===== src/rtl/adc_frame_sequencer.sv =====
// adc_frame_sequencer: paces ADC acquisitions and streams each sample as a framed byte sequence
module adc_frame_sequencer #(
  parameter int         DWIDTH   = 8,
  parameter int         CONV_CYC = 16,
  parameter int         TIMEOUT  = 8,
  parameter logic [7:0] HDR      = 8'hA5
) (
  input  logic              clk10m,
  input  logic              rst_n,
  input  logic              en,
  input  logic [15:0]       period,
  output logic              adc_cnv,
  output logic              adc_sclk,
  output logic              ADC_latch,
  input  logic [DWIDTH-1:0] pdo,
  input  logic              pdl,
  output logic [7:0]        tx_data,
  output logic              tx_valid,
  input  logic              tx_ready,
  input  logic              clr_err,
  output logic              overrun,
  output logic              pd_timeout,
  output logic              busy
);
  localparam int NB = DWIDTH / 8;

  typedef enum logic [2:0] {IDLE, CONV, SHIFT, LATCH, WAIT_PD, SEND_HDR, SEND_DATA} state_t;

  state_t            state_q, state_d;
  logic [15:0]       per_q, per_d, cnt_q, cnt_d;
  logic [DWIDTH-1:0] sample_q, sample_d;
  logic              tick, ov_set, to_set;

  assign tick  = en && per_q == 16'd0;
  assign per_d = !en ? 16'd0 : tick ? (period == 16'd0 ? 16'd0 : period - 16'd1) : per_q - 16'd1;

  // next-state, phase counter and sample shifter; a tick outside IDLE is only flagged
  always_comb begin
    state_d  = state_q;
    cnt_d    = cnt_q + 16'd1;
    sample_d = sample_q;
    ov_set   = tick && state_q != IDLE;
    to_set   = 1'b0;
    case (state_q)
      IDLE: begin
        cnt_d   = 16'd0;
        state_d = tick ? CONV : IDLE;
      end
      CONV: if (cnt_q == 16'(CONV_CYC - 1)) begin
        state_d = SHIFT;
        cnt_d   = 16'd0;
      end
      SHIFT: if (cnt_q == 16'(2 * DWIDTH - 1)) begin
        state_d = LATCH;
        cnt_d   = 16'd0;
      end
      LATCH: begin
        state_d = WAIT_PD;
        cnt_d   = 16'd0;
      end
      WAIT_PD: if (pdl) begin
        sample_d = pdo;
        state_d  = SEND_HDR;
        cnt_d    = 16'd0;
      end else if (cnt_q == 16'(TIMEOUT - 1)) begin
        to_set  = 1'b1;
        state_d = IDLE;
        cnt_d   = 16'd0;
      end
      SEND_HDR: begin
        cnt_d   = 16'd0;
        state_d = tx_ready ? SEND_DATA : SEND_HDR;
      end
      SEND_DATA: begin
        cnt_d = cnt_q;
        if (tx_ready) begin
          sample_d = sample_q << 8;
          state_d  = cnt_q == 16'(NB - 1) ? IDLE : SEND_DATA;
          cnt_d    = cnt_q == 16'(NB - 1) ? 16'd0 : cnt_q + 16'd1;
        end
      end
      default: begin
        state_d = IDLE;
        cnt_d   = 16'd0;
      end
    endcase
  end

  // state, counters and outputs registered from next-state values so outputs track state_q
  always_ff @(posedge clk10m) begin
    if (!rst_n) begin
      state_q    <= IDLE;
      per_q      <= 16'd0;
      cnt_q      <= 16'd0;
      sample_q   <= '0;
      adc_cnv    <= 1'b0;
      adc_sclk   <= 1'b0;
      ADC_latch  <= 1'b0;
      tx_valid   <= 1'b0;
      tx_data    <= 8'h00;
      overrun    <= 1'b0;
      pd_timeout <= 1'b0;
      busy       <= 1'b0;
    end else begin
      state_q    <= state_d;
      per_q      <= per_d;
      cnt_q      <= cnt_d;
      sample_q   <= sample_d;
      adc_cnv    <= state_d == CONV;
      adc_sclk   <= state_d == SHIFT && cnt_d[0];
      ADC_latch  <= state_d == LATCH;
      tx_valid   <= state_d == SEND_HDR || state_d == SEND_DATA;
      tx_data    <= state_d == SEND_HDR ? HDR : state_d == SEND_DATA ? sample_d[DWIDTH-1 -: 8] : 8'h00;
      overrun    <= ov_set || (overrun && !clr_err);
      pd_timeout <= to_set || (pd_timeout && !clr_err);
      busy       <= state_d != IDLE;
    end
  end
endmodule


===== config.mk =====
export PLATFORM = sky130hd
export DESIGN_NAME = adc_frame_sequencer
export DESIGN_NICKNAME = d
export VERILOG_FILES = /design/src/rtl/adc_frame_sequencer.sv
export SDC_FILE = /design/constraint.sdc
export NUM_CORES = 1
export LEC_CHECK = 0
export CAP_MARGIN = 20
export CELL_PAD_IN_SITES_DETAIL_PLACEMENT = 1
export CELL_PAD_IN_SITES_GLOBAL_PLACEMENT = 2
export CORE_MARGIN = 4
export CORE_UTILIZATION = 35
export DETAILED_ROUTE_END_ITERATION = 10
export PLACE_DENSITY = 0.82
export RECOVER_POWER = 100
export SYNTH_ARGS = -nofsm -noshare
export SYNTH_HDL_FRONTEND = slang
export SYNTH_SLANG_ARGS = --single-unit

===== constraint.sdc =====
create_clock -name clk10m -period 5.2 [get_ports clk10m]
set_clock_uncertainty 0.2 [all_clocks]
set_input_delay 0.78 -clock clk10m [delete_from_list [all_inputs] [get_ports clk10m]]
set_output_delay 0.78 -clock clk10m [all_outputs]
set_load 0.01 [all_outputs]

==> summary.txt <==
Yosys
  – Async S/R FF share, synth: 0%
  – Netlist cell types: 55
  – #FFs+latches synth: 58
  – Seq/Total Area, Yosys: 39.3%
  – Avg Cell Area, Syn: 8.55 um2
  – EDFF count, synth: 0
  – Yosys warning count: 0
  – Main combinational cell family by area after synthesis: simple AND/OR/NAND/NOR gates
  – Post-Synth XOR/XNOR Area: 10.7%
  – Synth Area in Simple Gates: 30.1%
  – Top FF cell, synth: dfxtp_1
  – Post-synthesis mux area share: 0.719%
  – Adder-cell area share of the yosys netlist: 2.12%
  – Synth Area in Compound Gates: 14.2%
  – Syn_nets: 381
  – Cell area after synthesis: 0.00296 mm2
  – Post-synthesis cell count: 346

Placed design
  – Placer Congestion: 0.803
  – Place WS: 1.68 ns
  – IO buf count: 44
  – DPL Wire Length: 5860 um

Worst setup path
  – CP Cell Sequence: nor4_1 -> nand4_1 -> o311ai_0 -> nand3_1 -> nor3_1
  – Slowest stage delay, CP: 1.38 ns
  – WS Path Type: flip-flop to flip-flop
  – Critical Path Start Type: flip-flop
  – Slowest cell on crit path: o311ai_0
  – CP Max Fanout: 8
  – Worst EP arrival: 3.52 ns
  – Required time of the critical path: 5.24 ns
  – Critical Path End Type: flip-flop

Status
  – Failing checks: max-capacitance violations, max-slew violations
  – Status: finished with violations

CTS
  – H-Tree Depth: 3
  – Clk sinks: 58
  – Postcts setup bufs: 0
  – Clock slew at reported path FFs: 0.07 ns
  – Clock Tree Buf Depth: 2
  – CTS Hold Bufs: 0
  – CTS tree: built
  – Num CTS Buffers: 9
  – Root Buffer: clkbuf_8
  – Clk_lat worst skew: 0.33 ns
  – PostCTS Resize Cnt: 0

STA
  – Peak Freq: 287 MHz
  – Min Tclk post-route: 3.48 ns
  – Setup TNS: 0 ns
  – Setup-failing EPs final: 0
  – Slack of the critical path: 1.72 ns
  – Period utilisation layout: 66.9%
  – Slew Limit Headroom: -14.2%
  – Hold Fails Final Rpt: 0
  – Max-slew violations: 25
  – Unrepaired setup endpoints after global routing: no
  – Actual slew at the worst max-slew pin: 1.69 ns

Routing
  – DR WL/cell: 15.5 um
  – DRT Pass-1 Iters: 4
  – Via count: 2604
  – WL final: 7720 um
  – Vias per cell: 5.22
  – # DRC: 0
  – Routed Antenna Nets: 0
  – First DRT Iteration DRCs: 75

Finish
  – Syn-to-layout area delta: 24.4%
  – Commonest cells after routing, fill and taps aside: dfxtp_1, nor2_1, nand2_1
  – Final #Nets: 424
  – Layout cell share with drive strength beyond 1: 7.61%
  – Final antenna diode count: 0
  – FILL cells: 975

Power and ir drop
  – Power Total: 0.00169 W
  – Worst VDD drop: 0.000218 V
  – Power Dens Cells: 459 mW/mm2
  – LEAKAGE: 1.39 nW

GRT
  – Initial antenna violation count: 0
  – First-pass GRT wire length: 13200 um
  – Overflow after GRT: 0
  – Pin count of the biggest net entering global routing: 20
  – Vias in the first global route: 2696
  – Global Route Usage Sum: 16.3%

Floorplanning
  – Initial Utilization: 36.0%
  – Cell Rows: 33
  – I/O pins: 45
  – Core footprint: 0.00822 mm2
  – Chip Height: 99.9 um
  – DIE WIDTH: 99.9 um
  – Die footprint: 0.00999 mm2

Run
  – Max cap viols: 2

Hold path
  – Worst hold path class: flip-flop to flip-flop
==> worst max-delay path: cells and delay by family (launching register included) <==
kind	cells	cell delay (ns)
and+or+nand+nor	4	1.46
AOI/OAI and AO/OA	1	1.38
DFF	1	0.35
==> where the power goes <==
part           switching, W  internal [W]  leakage (nW)
Combinational      0.000361      0.000282         0.812
Clock              0.000176      0.000281         0.109
Sequential        0.0000833      0.000507         0.469
==> metrics by stage <==
stage          util [%]  std cells  hold slack [ns]  cell area [um2]
2_1_floorplan         -        346            0.262             2960
3_3_place_gp       42.3        483            0.262             3480
3_5_place_dp       42.3        483            0.290             3480
4_1_cts            45.0        499            0.305             3700
5_1_grt            44.8        499            0.338             3680
6_report           44.8        499            0.293             3680
==> layer usage <==
layer  vias up  GRT usage, %  routed length (um)
li1       1322             -                   -
met1      1238          21.4                3780
met2        35          26.4                3560
met3         9          4.79                 295
met4         0          4.10                  84
met5         -             0                   0
==> layout make-up <==
type / instances / area (um2) / area share (%)
Sequential cell: 58 / 1160 / 31.6
Timing Repair Buffer: 44 / 440 / 12.0
Tap cell: 105 / 131 / 3.57
Clock inverter: 5 / 77.6 / 2.11
Inverter: 10 / 37.5 / 1.02
Clock buffer: 11 / 141 / 3.84
Multi-Input combinational cell: 266 / 1690 / 45.9
==> Yosys cell counts, types with 5 or more instances <==
cell type | number | area, um2
dfxtp_1 | 58 | 1160
nor2_1 | 58 | 218
nand2_1 | 28 | 105
xor2_1 | 25 | 219
a22oi_1 | 18 | 135
a21oi_1 | 13 | 65.1
nor3_1 | 12 | 60.1
xnor2_1 | 11 | 96.3
nand3_1 | 10 | 50.1
inv_1 | 9 | 33.8
nor4_1 | 9 | 56.3
clkbuf_1 | 8 | 30.0
and3_1 | 7 | 43.8
nand4_1 | 7 | 43.8
ha_1 | 5 | 62.6
==> cells by family after synthesis <==
family / Yosys count
compound gates: 59
xor+xnor: 36
fa+ha+maj: 5
buf+inv: 22
flops: 58
mux: 2
simple gates: 164
==> path summary, 6_finish.rpt <==
| kind | from | end | slack, ns | depth (start not counted) |
|---|---|---|---|---|
| setup / recovery | cnt_q[12]$_SDFFE_PN0P_ | tx_data[6]$_SDFF_PP0_ | 1.72 | 5 |
| hold / removal | overrun$_SDFF_PN0_ | overrun$_SDFF_PN0_ | 0.29 | 2 |
| hold reg to reg | overrun$_SDFF_PN0_ | overrun$_SDFF_PN0_ | 0.29 | 2 |
| setup reg to reg | cnt_q[12]$_SDFFE_PN0P_ | tx_data[6]$_SDFF_PP0_ | 1.72 | 5 |
==> state kept, by name (all words and copies together) (netlist names) <==
name        flops
cnt_q          16
per_q          16
sample_q        8
tx_data         8
state_q         3
ADC_latch       1
adc_cnv         1
adc_sclk        1
busy            1
overrun         1
pd_timeout      1
tx_valid        1
No activity file was read; power rests on OpenSTA's default activity.
==> RTL change 1, RTL diff (config.mk and constraints unchanged) <==
Encoding of `state_t`: now one-hot (7 bits for 7 states).
--- a/src/rtl/adc_frame_sequencer.sv
+++ b/src/rtl/adc_frame_sequencer.sv
@@ -24,7 +24,7 @@
 );
   localparam int NB = DWIDTH / 8;
 
-  typedef enum logic [2:0] {IDLE, CONV, SHIFT, LATCH, WAIT_PD, SEND_HDR, SEND_DATA} state_t;
+  typedef enum logic [6:0] {IDLE = 7'b0000001, CONV = 7'b0000010, SHIFT = 7'b0000100, LATCH = 7'b0001000, WAIT_PD = 7'b0010000, SEND_HDR = 7'b0100000, SEND_DATA = 7'b1000000} state_t;
 
   state_t            state_q, state_d;
   logic [15:0]       per_q, per_d, cnt_q, cnt_d;
Behaviour: same outputs for any inputs over 10 cycles, from zero or initial values and one cycle with rst_n low; not proved beyond that.
==> RTL change 1 against the original RTL <==
Core utilization is 0.84 points lower; area after synthesis is 4.4% higher; global-route usage is 0.37 points higher; sequential share of layout area is 1.2 points higher; non-clock buffer count is 1 higher; die area is 4.1% higher; power is 5.1% lower; wire length is 4.9% higher; setup slack better by 0.089 ns; sequential cell count is 4 higher; design area is 3.1% higher; critical endpoint is now per_q[4].
==> RTL change 1: results <==
export IMPL_ys_seq_area_share_pct=40.2
export IMPL_status="finished, final reports clean"
export IMPL_reg2reg_to="tx_data[2]"
export IMPL_startpoint="period[4]"
export IMPL_synth_xor_area_share_pct=8.22
export IMPL_nets=455
export IMPL_grt_start_max_net_pins=23
export IMPL_crit_end="per_q[4]"
export IMPL_leakage_nw=1.40
export IMPL_peakVddDrop_uv=164
export IMPL_drive_above_1_share_pct=6.35
export IMPL_drt_total_wl_um=8100
export IMPL_vias=2819
export IMPL_drt_first_pass_iters=5
export IMPL_synth_adder_area_share_pct=2.03
export IMPL_worst_ep_arrival_time_ns=3.40
export IMPL_r2r_slack_ns=1.97
export IMPL_worst_pin_slew_ns=1.19
export IMPL_grt_pass1_wl_um=13800
export IMPL_post_dp_hpwl_um=6100
export IMPL_synth_compound_area_share_pct=12.9
export IMPL_fillerInstances=1044
export IMPL_critical_path_max_fanout=12
export IMPL_synthTopCellsByArea="dfxtp_1, nor2_1, xnor2_1, a22oi_1, xor2_1"
export IMPL_timing_rr_start="state_q[6]"
export IMPL_gp_congestion=0.799
RTL change 1: changes by cell type after synthesis, moves of 6 or more:
cell / before / now
xor2_1: 25 / 14
or4_1: 1 / 7
nor2_1: 58 / 71
nand3b_1: 1 / 8
inv_1: 9 / 15
RTL change 1: how the worst min path moves through the flow:
stage	from	end	slack [ns]	cells past startpoint
finish	sample_q[5]	sample_q[5]	0.30	2
detailed placement	sample_q[5]	sample_q[5]	0.28	2
global placement	sample_q[5]	sample_q[5]	0.27	2
floorplan	sample_q[7]	sample_q[7]	0.26	2
CTS	sample_q[5]	sample_q[5]	0.31	2
global route	sample_q[0]	sample_q[0]	0.33	2
RTL change 1: metrics by stage:
step | power [mW] | instances | instance area, um^2 | setup WS (ns)
finish | 1.60 | 533 | 3790 | 1.81
floorplan | 1.07 | 376 | 3090 | 2.42
detailed placement | 1.23 | 517 | 3620 | 1.55
global route | 1.74 | 533 | 3790 | 1.69
global placement | 1.21 | 517 | 3620 | 1.66
CTS | 1.62 | 533 | 3800 | 1.92
RTL change 1: cells by family after synthesis:
group	after synthesis
compound gates	61
xor+xnor	29
simple gates	187
flops	62
mux	5
fa+ha+maj	5
buf+inv	27
RTL change 1: critical path: stages:
cell and delay (ns):
dlygate4sd3_1 0.61, or4_1 0.57, nor4_1 0.63, a21oi_1 0.46
a22oi_1 0.28, nor2_1 0.06
RTL change 1: area by class of cell:
class	count	area [um^2]	share of cell area, %
sequential	62	1240	32.7
clock buffer	9	124	3.26
timing repair buffer	45	448	11.8
tap	108	135	3.56
clock inverter	7	57.6	1.52
inverter	15	56.3	1.48
multi-input combinational	287	1730	45.7
RTL change 1: layer usage:
layer	GRT usage, %	wire length, um	up-vias
met5	0	0	-
li1	-	-	1422
met1	22.1	3870	1357
met2	27.5	3870	36
met4	3.94	76	0
met3	4.23	274	4
RTL change 1: report_power, final:
part	total, mW	internal, mW	switching, mW	leakage, nW
logic	0.620	0.269	0.351	0.815
registers	0.594	0.537	0.0576	0.502
clock network	0.390	0.177	0.213	0.0824
==> RTL change 2, RTL diff (config.mk and constraints unchanged) <==
Without the edit above. The parameter `DWIDTH` goes from 8 to 10.
--- a/src/rtl/adc_frame_sequencer.sv
+++ b/src/rtl/adc_frame_sequencer.sv
@@ -1,6 +1,6 @@
 // adc_frame_sequencer: paces ADC acquisitions and streams each sample as a framed byte sequence
 module adc_frame_sequencer #(
-  parameter int         DWIDTH   = 8,
+  parameter int         DWIDTH   = 10,
   parameter int         CONV_CYC = 16,
   parameter int         TIMEOUT  = 8,
   parameter logic [7:0] HDR      = 8'hA5
Interface: changed (resized pdo); port bits go from 45 to 47. No check against the original RTL was run, so the function may have changed too.
==> RTL change 2 against the original RTL <==
Area after synthesis grew 8.5%; sequential share of layout area shrank 0.87 points; setup slack lost 0.089 ns; power shrank 6.6%; wire length grew 14%; critical path depth grew 5; design area grew 6.4%; worst hold slack gained 0.048 ns; sequential cell count grew 2; core utilization shrank 0.33 points; critical endpoint is now per_q[2]; largest power group unchanged.
==> RTL change 2: results <==
export IMPL_status="finished, final reports clean"
export IMPL_cp_slowest_cell="dlygate4sd3_1"
export IMPL_synthTopCellsByCount="dfxtp_1, nor2_1, nor3_1"
export IMPL_drt_iter0_drc=122
export IMPL_via_per_inst=5.45
export IMPL_grt_use_total_pct=16.7
export IMPL_power_density_mw_per_mm2=403
export IMPL_ys_seq_area_share_pct=37.4
export IMPL_timing_rr_start="cnt_q[0]"
export IMPL_top_regs="cnt_q: 16 flops, per_q: 16 flops, sample_q: 10 flops"
export IMPL_dpl_cell_area_mm2=0.00375
export IMPL_switching_share_pct=39.2
export IMPL_r2r_slack_ns=1.76
export IMPL_cpPeakStageDelay_ns=0.58
export IMPL_syn_nets=428
export IMPL_post_dp_hpwl_um=6540
export IMPL_min_period_ns=3.57
export IMPL_reg2reg_to="cnt_q[4]"
export IMPL_avgRoutedWirePerCell_um=16.1
export IMPL_crit_end="per_q[2]"
export IMPL_grt_pass1_vias=2986
export IMPL_synthTopCellsByArea="dfxtp_1, nor3_1, nor2_1, xor2_1, a21oi_1"
export IMPL_leakage_nw=1.47
export IMPL_grt_start_max_net_pins=32
export IMPL_critical_path_max_fanout=11
export IMPL_netlist_instances=391
export IMPL_ff2ff_path_depth=8
export IMPL_nets=470
export IMPL_worst_ep_arrival_time_ns=3.57
export IMPL_drt_total_wl_um=8790
export IMPL_grt_pass1_wl_um=14900
export IMPL_dpl_cell_count=530
export IMPL_gp_congestion=0.804
export IMPL_synth_cell_types=52
## RTL change 2: worst register-to-register path: stages (launching register included)
cell,delay (ns)
dfxtp_1,0.37
inv_1,0.08
ha_1,0.13
or4b_2,0.61
or4_1,0.41
a22o_1,0.22
o21ai_0,0.87
o21ai_0,0.20
a32o_1,0.24
## RTL change 2: layout make-up
class	count	area, um^2
timing repair buffer	49	475
multi-input combinational	304	1890
fill	1044	4890
tap	108	135
clock buffer	9	124
inverter	9	33.8
clock inverter	7	52.6
sequential	60	1200
## RTL change 2: how the worst min path moves through the flow
stage | startpoint | slack (ns) | cells after the start | end
floorplan | cnt_q[10] | 0.29 | 1 | cnt_q[10]
global placement | cnt_q[10] | 0.32 | 1 | cnt_q[10]
detailed placement | sample_q[0] | 0.33 | 2 | sample_q[0]
CTS | cnt_q[10] | 0.34 | 1 | cnt_q[10]
global route | cnt_q[10] | 0.37 | 1 | cnt_q[10]
finish | cnt_q[10] | 0.34 | 1 | cnt_q[10]
## RTL change 2: power by group through the flow
stage	Combinational (mW)	Clock [mW]	Sequential, mW
4_1_cts	0.641	0.391	0.580
3_5_place_dp	0.633	0	0.590
3_3_place_gp	0.617	0	0.587
2_1_floorplan	0.503	0	0.573
5_1_grt	0.709	0.413	0.588
6_report	0.622	0.378	0.579
## RTL change 2: layer usage
layer / wire, um / vias up / global-route usage, %
met3: 212 / 8 / 3.05
met1: 4310 / 1430 / 22.5
met2: 4190 / 26 / 27.4
met5: 0 / - / 0
met4: 81 / 0 / 4.56
li1: - / 1514 / -
## RTL change 2: cell families (layout without fill, tap and decap cells)
family,after synthesis,count (layout),synth area share [%]
compound gates,75,75,15.4
simple gates,198,198,34.5
flops,60,60,37.4
mux,3,3,1.05
xor+xnor,23,23,6.27
fa+ha+maj,5,5,1.95
buf+inv,27,74,3.51
